### src/rtl/ifu_fetch.sv
`timescale 1ns/1ps
// ---------------------------------------------------------------------------
// ifu_fetch
//
// Instruction-fetch stage. It holds the PC, fetches one instruction word at a
// time from instruction memory over a req/ack handshake, and presents the
// word to the decode/extend stage. When decode consumes the word, the next
// fetch address is chosen from the sequential PC or from a redirect (branch,
// J/JAL, JR) supplied by the retiring instruction.
//
// Optional feature (macro IFU_MISALIGN_CHK_EN):
//   defined   - a computed next fetch address with bits [1:0] != 0 sets the
//               sticky fetch_err flag and parks the FSM in IDLE (no request)
//               until reset.
//   undefined - fetch_err is tied to 0 and addresses pass through unmodified.
//
// Ports:
//   clk           in   system clock, rising edge
//   rst           in   asynchronous, active-high reset
//   imem_req      out  fetch request to instruction memory
//   imem_addr     out  fetch byte address, stable while imem_req=1
//   imem_ack      in   memory returns imem_rdata this cycle
//   imem_rdata    in   returned instruction word
//   ins           out  instruction register to decoder/extender
//   pc            out  address of the word held in ins
//   ins_valid     out  ins/pc hold a fetched, unconsumed instruction
//   ins_ready     in   downstream consumes ins this cycle
//   redir_valid   in   retiring instruction changes control flow
//   redir_type    in   00 branch, 01 J/JAL, 10 JR, 11 none
//   redir_offset  in   branch byte offset (already shifted and extended)
//   redir_reg     in   JR target register value
//   fetch_err     out  misaligned-target flag (optional feature)
// ---------------------------------------------------------------------------
module ifu_fetch #(
  parameter logic [31:0] RESET_PC = 32'h0040_0000
) (
  input  logic        clk,
  input  logic        rst,
  output logic        imem_req,
  output logic [31:0] imem_addr,
  input  logic        imem_ack,
  input  logic [31:0] imem_rdata,
  output logic [31:0] ins,
  output logic [31:0] pc,
  output logic        ins_valid,
  input  logic        ins_ready,
  input  logic        redir_valid,
  input  logic [1:0]  redir_type,
  input  logic [31:0] redir_offset,
  input  logic [31:0] redir_reg,
  output logic        fetch_err
);

  typedef enum logic [1:0] {
    IDLE  = 2'b00,
    FETCH = 2'b01,
    HOLD  = 2'b10
  } state_t;

  localparam logic [1:0] REDIR_BRANCH = 2'b00;
  localparam logic [1:0] REDIR_JUMP   = 2'b01;
  localparam logic [1:0] REDIR_JR     = 2'b10;

  state_t      state_q;
  logic [31:0] fetch_addr_q;
  logic [31:0] pc_q;
  logic [31:0] ins_q;
  logic        ins_valid_q;
  logic        imem_req_q;

  logic [31:0] next_addr_d;
  logic        misalign_d;
  logic        accept_d;

  // Next fetch address for the instruction currently held in ins/pc.
  // All arithmetic wraps modulo 2^32; the branch offset is two's complement,
  // so a plain add gives the signed displacement.
  function automatic logic [31:0] next_fetch(
    input logic [31:0] cur_pc,
    input logic [31:0] cur_ins,
    input logic        rvld,
    input logic [1:0]  rtype,
    input logic [31:0] roff,
    input logic [31:0] rreg
  );
    logic signed [31:0] off_s;
    logic        [31:0] pc4;
    pc4   = cur_pc + 32'd4;
    off_s = signed'(roff);
    next_fetch = pc4;
    if (rvld) begin
      case (rtype)
        REDIR_BRANCH: next_fetch = pc4 + unsigned'(off_s);
        REDIR_JUMP:   next_fetch = {pc4[31:28], cur_ins[25:0], 2'b00};
        REDIR_JR:     next_fetch = rreg;
        default:      next_fetch = pc4;
      endcase
    end
  endfunction

  // Redirect information is only meaningful on the cycle decode consumes ins.
  assign accept_d    = (state_q == HOLD) && ins_ready;
  assign next_addr_d = next_fetch(pc_q, ins_q, redir_valid, redir_type,
                                  redir_offset, redir_reg);

`ifdef IFU_MISALIGN_CHK_EN
  logic fetch_err_q;

  assign misalign_d = |next_addr_d[1:0];

  // Sticky error flag; only reset clears it.
  always_ff @(posedge clk or posedge rst) begin
    if (rst) begin
      fetch_err_q <= 1'b0;
    end else if (accept_d && misalign_d) begin
      fetch_err_q <= 1'b1;
    end
  end

  assign fetch_err = fetch_err_q;
`else
  assign misalign_d = 1'b0;
  assign fetch_err  = 1'b0;
`endif

  // Fetch FSM with registered outputs. imem_addr is the fetch address
  // register itself, so it cannot change while a request is outstanding.
  always_ff @(posedge clk or posedge rst) begin
    if (rst) begin
      state_q      <= IDLE;
      fetch_addr_q <= RESET_PC;
      pc_q         <= RESET_PC;
      ins_q        <= 32'h0;
      ins_valid_q  <= 1'b0;
      imem_req_q   <= 1'b0;
    end else begin
      case (state_q)
        IDLE: begin
          // A latched fetch error parks the FSM here until reset.
          if (!fetch_err) begin
            state_q    <= FETCH;
            imem_req_q <= 1'b1;
          end
        end

        FETCH: begin
          if (imem_ack) begin
            ins_q       <= imem_rdata;
            pc_q        <= fetch_addr_q;
            ins_valid_q <= 1'b1;
            imem_req_q  <= 1'b0;
            state_q     <= HOLD;
          end
        end

        HOLD: begin
          if (accept_d) begin
            fetch_addr_q <= next_addr_d;
            ins_valid_q  <= 1'b0;
            if (misalign_d) begin
              state_q    <= IDLE;
              imem_req_q <= 1'b0;
            end else begin
              state_q    <= FETCH;
              imem_req_q <= 1'b1;
            end
          end
        end

        default: begin
          state_q     <= IDLE;
          imem_req_q  <= 1'b0;
          ins_valid_q <= 1'b0;
        end
      endcase
    end
  end

  assign imem_req  = imem_req_q;
  assign imem_addr = fetch_addr_q;
  assign ins       = ins_q;
  assign pc        = pc_q;
  assign ins_valid = ins_valid_q;

endmodule

### config.mk
export PLATFORM = sky130hd
export DESIGN_NAME = ifu_fetch
export DESIGN_NICKNAME = d
export VERILOG_FILES = /design/src/rtl/ifu_fetch.sv
export SDC_FILE = /design/constraint.sdc
export NUM_CORES = 1
export LEC_CHECK = 0
export CORE_MARGIN = 8
export CORE_UTILIZATION = 48
export DETAILED_ROUTE_END_ITERATION = 8
export GPL_TIMING_DRIVEN = 0
export PLACE_DENSITY = 0.79
export SLEW_MARGIN = 20
export SYNTH_ARGS = -nofsm -noshare
export SYNTH_HDL_FRONTEND = slang
export SYNTH_SLANG_ARGS = --single-unit
### constraint.sdc
create_clock -name clk -period 4.65 [get_ports clk]
set_input_delay 1.1625 -clock clk [delete_from_list [all_inputs] [get_ports clk]]
set_output_delay 1.1625 -clock clk [all_outputs]
set_load 0.05 [all_outputs]
==> out/metrics.yaml <==
power_and_ir_drop:
  leakagePower_uw: 0.003878
  powerDensity_mw_per_mm2: 784.3
  vdd_drop_max_v: 0.0004621
  total_power_uw: 7354
yosys:
  synthArstFlopShare: 1.000
  synthCells: 743
  synth_most_common_cell: "dfrtp_1"
  synthDominantCellAreaShare: 0.3565
  synth_area_leaders: "dfrtp_1 (36%), mux2_2 (11%), ha_1 (6.8%)"
  syn-cell-area_mm2: 0.006809
  yosysTopAreaCell: "dfrtp_1"
  ys_ff_latch: 99
  yosys_warnings: 0
  synth_cell_types: 66
  yosys-top-cells-count: "dfrtp_1 (97), nand2_1 (68), mux2_2 (64), a21oi_1 (61)"
  synthFlopType: "dfrtp_1"
  syn_nets: 884
  seq_area_frac_synth: 0.3642
  syn_area_per_cell_um2: 9.164
  synth_edf_count: 0
route:
  via_per_inst: 6.019
  wl_per_cell_um: 22.61
  drt_pre_antenna_iters: 5
  postRouteAntennaNets: 0
  wirelength_mm: 25.75
  dr_total_vias: 6856
  remaining_drc_errors: 0
  drt_iter0_markers: 613
final_layout:
  fin_area_mm2: 0.009376
  syn_to_final_growth_pct: 37.71
  drive_above_1_share: 0.1053
  finalNetCount: 1095
  fillers: 1173
  seqCellArea_mm2: 0.002480
  multi_input_area_mm2: 0.004154
  diodes: 0
sta:
  rsz0062_at_grt: "no"
  fin_hold_ws_ns: 0.5093
  min_period_over_period: 0.8915
  hold_viol: 0
  skew_ns: 0.008590
  clock.fmax_ghz: 0.2412
  tightest_slew_ns: 0.9414
  period_minus_slack_ns: 4.146
  setup_violations: 0
  slew_headroom: 0.3562
  maxSlewViolCount: 0
floorplan:
  core.rowCount: 43
  die_h_um: 135.1
  coreArea_mm2: 0.01388
  ioPinCount: 202
  dieArea_mm2: 0.01825
  start_util: 0.4905
  die_w_um: 135.1
run:
  maxCapViolations: 0
global_route:
  grt_antenna_before_repair: 0
  grt_pass1_vias: 6840
  grt_max_degree: 73
  grt_pass1_wl_mm: 39.38
  grt_overflow: 0
  grtUsageTotal: 0.2796
worst_hold_path:
  min_from: "ins[28]"
  worst_hold_path_type: "reg2reg"
  hold_path_end: "ins[28]"
  hold_depth: 1
critical_path:
  cp_top_family: "simple AND/OR/NAND/NOR gates"
  rrSetupSlack_ns: 0.50
  crit_path_max_incr_delay_ns: 0.56
  crit_start: "pc[2]"
  critPathSlowestCell: "dfrtp_1"
  path_class: "reg2reg"
  crit_chain: "nand4_1 -> nor4_4 -> xor2_1 -> ha_1 -> o21ai_0 -> o21bai_1 -> nor2_1 -> a211oi_1 -> nor4_1 -> or3_1 -> a31oi_1 -> nor3_1"
  arrival_ns: 4.39
  r2r_start: "pc[2]"
  worst-path-buf-inv: 0
  required_ns: 4.90
  path_max_fanout: 8
  reg2reg_depth: 12
  start_kind: "register"
  reg2reg_to: "imem_addr[24]"
  crit_path_end_kind: "register"
clocking:
  numClockSinks: 99
  clk_latency_ns: 0.36
  post-cts-setup-buffers: 0
  max-clock-path-buffers: 2
  cts_resized: 0
  clk_pin_slew_ns: 0.08
  cts_max_level: 3
  cts_buffers: 9
  clockRootBuffer: "clkbuf_16"
  cts_tree: "done"
  cts_hold_buf: 0
place:
  dpl-instance-area_mm2: 0.009059
  port_buffers: 199
  place_congestion: 0.9283
  dp_hpwl_mm: 20.65
outcome:
  run_status: "completed"
==> cells by family (layout without fill, tap and decap cells) <==
group | count (synthesis) | after routing | synth area share
AND/OR/NAND/NOR | 220 | 220 | 0.1575
AO/OA/AOI/OAI | 221 | 221 | 0.2027
other | 1 | 1 | 0.0005507
multiplexers | 68 | 68 | 0.1117
buffers and inverters | 45 | 261 | 0.02573
flip-flops | 99 | 99 | 0.3642
XOR/XNOR | 51 | 51 | 0.06670
adder cells (fa/ha/maj) | 38 | 38 | 0.07093
==> stage by stage <==
stage / utilization / worst slack (ns) / std cells / setup TNS [ns]
floorplan: - / 0.9004 / 743 / 0
global placement: 0.6503 / -0.6925 / 1122 / -66.20
detailed placement: 0.6526 / 0.2916 / 1123 / 0
CTS: 0.6755 / 0.6300 / 1139 / 0
global route: 0.6755 / 0.2872 / 1139 / 0
finish: 0.6755 / 0.5044 / 1139 / 0
==> how the worst max path moves through the flow <==
stage | to | slack, ns | cells after the start
2_1_floorplan | imem_addr[0] | 0.90 | 1
3_3_place_gp | pc[23] | -0.69 | 2
3_5_place_dp | imem_addr[17] | 0.29 | 10
4_1_cts | imem_addr[17] | 0.63 | 10
5_1_grt | imem_addr[27] | 0.29 | 14
6_report | imem_addr[24] | 0.50 | 12
==> power by group <==
group	switching, uW	total, uW	internal, uW	leakage, uW
registers	482	1760	1280	0.00118
clock network	361	806	445	0.000158
logic	3000	4790	1790	0.00254
==> final cells by class <==
type                            count  area share
Buffer                             32     0.01348
Clock buffer                       10     0.02549
Inverter                           13    0.005738
Timing Repair Buffer              200      0.2154
Clock inverter                      6    0.008407
Sequential cell                    99      0.2645
Multi-Input combinational cell    599      0.4430
Tap cell                          180     0.02402
==> placed cells by master (no fill, tap or decap), types with 9 or more instances in the layout <==
cell / netlist / layout
ha_1: 37 / 37
a31oi_1: 10 / 10
nor2_1: 59 / 59
a21o_1: 13 / 13
nand3_1: 19 / 19
dfrtp_1: 97 / 97
clkbuf_16: 0 / 9
nand4_1: 15 / 15
nand2_1: 68 / 68
o22ai_1: 15 / 15
inv_1: 11 / 10
a21oi_1: 61 / 61
o21ai_0: 59 / 59
mux2_2: 64 / 64
xnor2_1: 33 / 33
xor2_1: 17 / 17
nor3_1: 15 / 15
clkbuf_1: 24 / 24
clkdlybuf4s50_1: 0 / 199
==> state kept, by name (all words and copies together) (netlist names) <==
| name | count |
|---|---|
| ins_valid | 1 |
| state_q | 2 |
| imem_addr | 32 |
| pc | 32 |
| ins | 32 |
==> worst reg2reg max path: stages (launching register included) <==
cell and delay [ns]:
dfrtp_1 0.56, nand4_1 0.25, nor4_4 0.55, xor2_1 0.47, ha_1 0.28, o21ai_0 0.10
o21bai_1 0.37, nor2_1 0.12, a211oi_1 0.54, nor4_1 0.17, or3_1 0.37, a31oi_1 0.18
nor3_1 0.06
==> per-layer routing <==
layer | global-route usage | vias up | part of all wire
met2 | 0.4220 | 364 | 0.44
met1 | 0.3785 | 3276 | 0.43
met5 | 0 | - | 0
met3 | 0.07392 | 46 | 0.099
li1 | - | 3170 | -
met4 | 0.09685 | 0 | 0.024
No activity file was read; power rests on OpenSTA's default activity.
==> RTL edit 1: new RTL, config.mk and constraints unchanged <==
Encoding of `state_t`: now one-hot (3 bits for 3 states).
--- a/src/rtl/ifu_fetch.sv
+++ b/src/rtl/ifu_fetch.sv
@@ -51,10 +51,10 @@
   output logic        fetch_err
 );
 
-  typedef enum logic [1:0] {
-    IDLE  = 2'b00,
-    FETCH = 2'b01,
-    HOLD  = 2'b10
+  typedef enum logic [2:0] {
+    IDLE  = 3'b001,
+    FETCH = 3'b010,
+    HOLD  = 3'b100
   } state_t;
 
   localparam logic [1:0] REDIR_BRANCH = 2'b00;
Behaviour: same outputs for any inputs over 4 cycles, from zero or initial values and one cycle with rst high; so few cycles prove little.
==> RTL edit 1 against the original RTL <==
  * Setup slack got worse by 0.31 ns
  * Power shrank 8.9%
  * Synthesized area increased by 0.99%
  * Critical path depth increased by 4
  * Routed wire length up 1.3%
  * Sequential cell count rose by 2
  * Cell area is 1.0% higher
  * Global-route usage grew 0.13 points
  * Critical endpoint is now imem_addr[31]
  * Highest routed layer unchanged
==> RTL edit 1: results (changes against the original RTL) <==
stage	metric	value	unit	change
run_status	run status	finished, final reports clean		unchanged
route	Met2 Routed Length	11.9	mm	was 11.4 mm
placed_design	routability congestion estimate	0.967		was 0.928
clock_tree	setup bufs post-CTS	4		was 0
global_route	Total Routing Usage GR	28.1	%	was 28.0%
critical_path	max incr delay on CP	0.47	ns	was 0.56 ns
route	DRT Wirelength	26.1	mm	was 25.8 mm
global_route	first-pass GRT wire length	39.9	mm	was 39.4 mm
cells_and_area	share of layout cells above drive strength 1	10.2	%	was 10.5%
placed_design	placed cell area	9130	sq um	was 9060 sq um
placed_design	placed insts	1142		was 1123
critical_path	r2r endpoint	imem_addr[31]		was imem_addr[24]
timing	Slew @ Worst Pin	0.855	ns	was 0.941 ns
critical_path	Worst R2R Path Depth	16		was 12
critical_path	crit-path max FO	6		was 8
global_route	met1 Resource Use GR	35.4	%	was 37.9%
power_and_ir_drop	Power Internal	3250	uW	was 3510 uW
yosys	Mapped Nets	903		was 884
placed_design	setup slack at placement	-0.228	ns	was 0.292 ns
yosys	mux share of post-synthesis cell area	10.8	%	was 11.2%
worst_hold_path	Worst Hold Endpoint	ins[27]		was ins[28]
power_and_ir_drop	leak pwr	0.00404	uW	was 0.00388 uW
global_route	met2 Usage GRT	44.7	%	was 42.2%
placed_design	Final HPWL DP	19.9	mm	was 20.6 mm
worst_hold_path	Hold Crit Class	register to register		unchanged
critical_path	register-to-register setup slack	0.19	ns	was 0.50 ns
critical_path	r2r startpoint	pc[11]		was pc[2]
route	drt initial violations	616		was 613
yosys	adder-cell share of the synthesized area	7.02	%	was 7.09%
critical_path	Worst Path Arrival	4.67	ns	was 4.39 ns
power_and_ir_drop	combinational group power	4260	uW	was 4790 uW
yosys	area fraction in compound gates after synthesis	21.0	%	was 20.3%
yosys	synth top area cells	dfrtp_1, mux2_2, ha_1, xnor2_1, a21oi_1		was dfrtp_1, mux2_2, ha_1, a21oi_1, o21ai_0
timing	hold_ws	0.510	ns	was 0.509 ns
yosys	Post-synth top cells	dfrtp_1, nand2_1, nor2_1, mux2_2, a21oi_1		was dfrtp_1, nand2_1, mux2_2, a21oi_1
clock_tree	Resize count post-CTS	3		was 0
yosys	async set-reset flop share out of synthesis	100	%	unchanged
power_and_ir_drop	switching part of the total	51.4	%	was 52.2%
power_and_ir_drop	VDD IR max	514	uV	was 462 uV
yosys	sequential share of the synthesized area	36.8	%	was 36.4%
route	wire length per cell	22.4	um	was 22.6 um
yosys	Syn Inst Count	762		was 743
timing	Clock Skew	0.00718	ns	was 0.00859 ns
global_route	largest net degree at the start of global routing	56		was 73
RTL edit 1: changes by cell type in the layout (fill, tap and decap cells not counted), moves of 5 or more:
cell | unedited run | this run
a211o_1 | 1 | 6
a211oi_1 | 8 | 3
a21o_1 | 13 | 18
buf_4 | 1 | 7
clkbuf_1 | 24 | 35
inv_1 | 10 | 20
nand2_1 | 68 | 74
nand4_1 | 15 | 9
RTL edit 1: worst max path at each step:
stage	endpoint	depth (start not counted)	slack [ns]
6_report	imem_addr[31]	16	0.19
4_1_cts	imem_addr[31]	16	0.18
3_3_place_gp	ins[19]	2	-0.69
3_5_place_dp	imem_addr[31]	15	-0.23
5_1_grt	imem_addr[26]	15	0.009
2_1_floorplan	imem_addr[31]	15	0.38
RTL edit 1: layout make-up:
cell class | count | area [sq um]
plain buffers | 42 | 165
clock buffers | 10 | 239
clock inverters | 5 | 42.5
fillers | 1169 | 4460
inverters | 21 | 83.8
multi-input cells | 598 | 4120
flip-flops and latches | 101 | 2530
well taps | 180 | 225
repair buffers | 206 | 2060
==> RTL edit 2: new RTL, config.mk and constraints unchanged <==
Made on the original files. Add a define of `IFU_MISALIGN_CHK_EN`.
--- a/src/rtl/ifu_fetch.sv
+++ b/src/rtl/ifu_fetch.sv
@@ -31,6 +31,8 @@
 //   redir_reg     in   JR target register value
 //   fetch_err     out  misaligned-target flag (optional feature)
 // ---------------------------------------------------------------------------
+`define IFU_MISALIGN_CHK_EN
+
 module ifu_fetch #(
   parameter logic [31:0] RESET_PC = 32'h0040_0000
 ) (
Formal check against the unedited RTL: not equivalent (a bounded check fails within 4 cycles, from zero or initial values and one cycle with rst high).
==> RTL edit 2 against the original RTL <==
  * Cell area up 1.3%
  * Critical endpoint is now imem_addr[23]
  * Power fell by 0.72%
  * Routed wire length up 0.94%
  * Sequential cell count increased by 2
  * Synthesized area grew 2.0%
  * Sequential power about the same
  * Sequential share of layout area increased by 0.18 points
  * Setup slack got worse by 0.18 ns
  * Synthesized cell count fell by 1.3%
==> RTL edit 2: results (changes against the original RTL) <==
stage	metric	value	unit	change
yosys	async set-reset flop share out of synthesis	100	%	unchanged
clock_tree	setup bufs post-CTS	0		unchanged
yosys	adder-cell share of the synthesized area	6.95	%	was 7.09%
power_and_ir_drop	VDD IR max	424	uV	was 462 uV
placed_design	routability congestion estimate	0.968		was 0.928
yosys	Synth Area in XOR/XNOR	6.54	%	was 6.67%
global_route	first-pass GRT wire length	40.0	mm	was 39.4 mm
yosys	sequential share of the synthesized area	36.4	%	about the same
critical_path	Worst R2R Path Depth	16		was 12
critical_path	max incr delay on CP	0.53	ns	was 0.56 ns
cells_and_area	fillers	1209		was 1173
route	drt initial violations	682		was 613
yosys	synth top area cells	dfrtp_1, mux2_2, ha_1, xnor2_1, o21ai_0		was dfrtp_1, mux2_2, ha_1, a21oi_1, o21ai_0
global_route	Total Routing Usage GR	28.3	%	was 28.0%
yosys	Mapped Nets	874		was 884
placed_design	placed insts	1117		was 1123
yosys	Syn Area/Cell	9.48	sq um	was 9.16 sq um
power_and_ir_drop	leak pwr	0.00400	uW	was 0.00388 uW
route	DRT Wirelength	26.0	mm	was 25.8 mm
yosys	Warnings, synthesis	0		unchanged
cells_and_area	share of layout cells above drive strength 1	11.9	%	was 10.5%
yosys	Distinct cells, synth	80		was 66
critical_path	Worst Path Arrival	4.56	ns	was 4.39 ns
global_route	vias in the first global route	7013		was 6840
yosys	Post-synth top cells	dfrtp_1, mux2_2, nand2_1, o21ai_0		was dfrtp_1, nand2_1, mux2_2, a21oi_1
global_route	largest net degree at the start of global routing	54		was 73
timing	Clock Skew	0.00749	ns	was 0.00859 ns
timing	Rel. slew slack	31.9	%	was 35.6%
run_status	run status	finished, final reports clean		unchanged
yosys	area fraction in compound gates after synthesis	20.0	%	was 20.3%
clock_tree	Resize count post-CTS	0		unchanged
cells_and_area	Finished Layout Cells	1132		was 1139
route	vias post-DR	6814		was 6856
placed_design	setup slack at placement	0.375	ns	was 0.292 ns
yosys	mux share of post-synthesis cell area	11.4	%	was 11.2%
clock_tree	Root Driver	clkbuf_16		unchanged
worst_hold_path	Hold Crit Class	register to register		unchanged
placed_design	Final HPWL DP	20.0	mm	was 20.6 mm
==> RTL edit 2: changes by cell type in the layout (fill, tap and decap cells not counted), moves of 8 or more <==
cell	change
a21o_1	+8
inv_1	+18
a21oi_1	-15
nor2_1	-13
o21ai_0	-9
nor3_1	-9
==> RTL edit 2: per-layer routing <==
metal	up-vias	track usage, %	routed length (um)
li1	3112	-	-
met1	3308	35.8	10700
met2	326	44.6	12100
met3	68	6.43	2170
met4	0	13.9	1100
met5	-	0	0
==> RTL edit 2: critical path, delay by kind of cell, from the launching register on <==
family	cells	cell delay [ns]
AOI/OAI and AO/OA	6	1.14
xor gates and xnor gates	2	0.56
adders and majority gates	1	0.27
buffers and inverters	1	0.17
DFF	1	0.53
and+or+nand+nor	6	1.52
==> RTL edit 2: layout make-up <==
class                      count  share of cell area, %
clock buffer                  11                   2.55
buffer                        37                   2.00
multi-input combinational    566                   43.3
timing repair buffer         200                   21.3
clock inverter                 4                  0.593
inverter                      29                   1.20
sequential                   101                   26.6
tap                          184                   2.42
==> RTL edit 2: stage by stage <==
stage	instance area, sq um	util [%]
2_1_floorplan	6950	-
3_5_place_dp	9200	64.3
3_3_place_gp	9170	64.1
5_1_grt	9500	66.4
4_1_cts	9500	66.4
6_report	9500	66.4
==> RTL edit 2: worst paths after layout <==
path | from | to | slack [ns]
setup / recovery | pc[5] | imem_addr[23] | 0.32
hold / removal | imem_addr[11] | imem_addr[11] | 0.50
setup reg to reg | pc[5] | imem_addr[23] | 0.32
hold reg to reg | imem_addr[11] | imem_addr[11] | 0.50
max in group asynchronous | rst | pc[22] | 2.78
min in group asynchronous | rst | ins[31] | 1.20
==> RTL edit 2: where the power goes <==
part	internal, uW	switching, uW
combinational	1790	2960
clock	435	357
sequential	1300	454
total	3530	3770
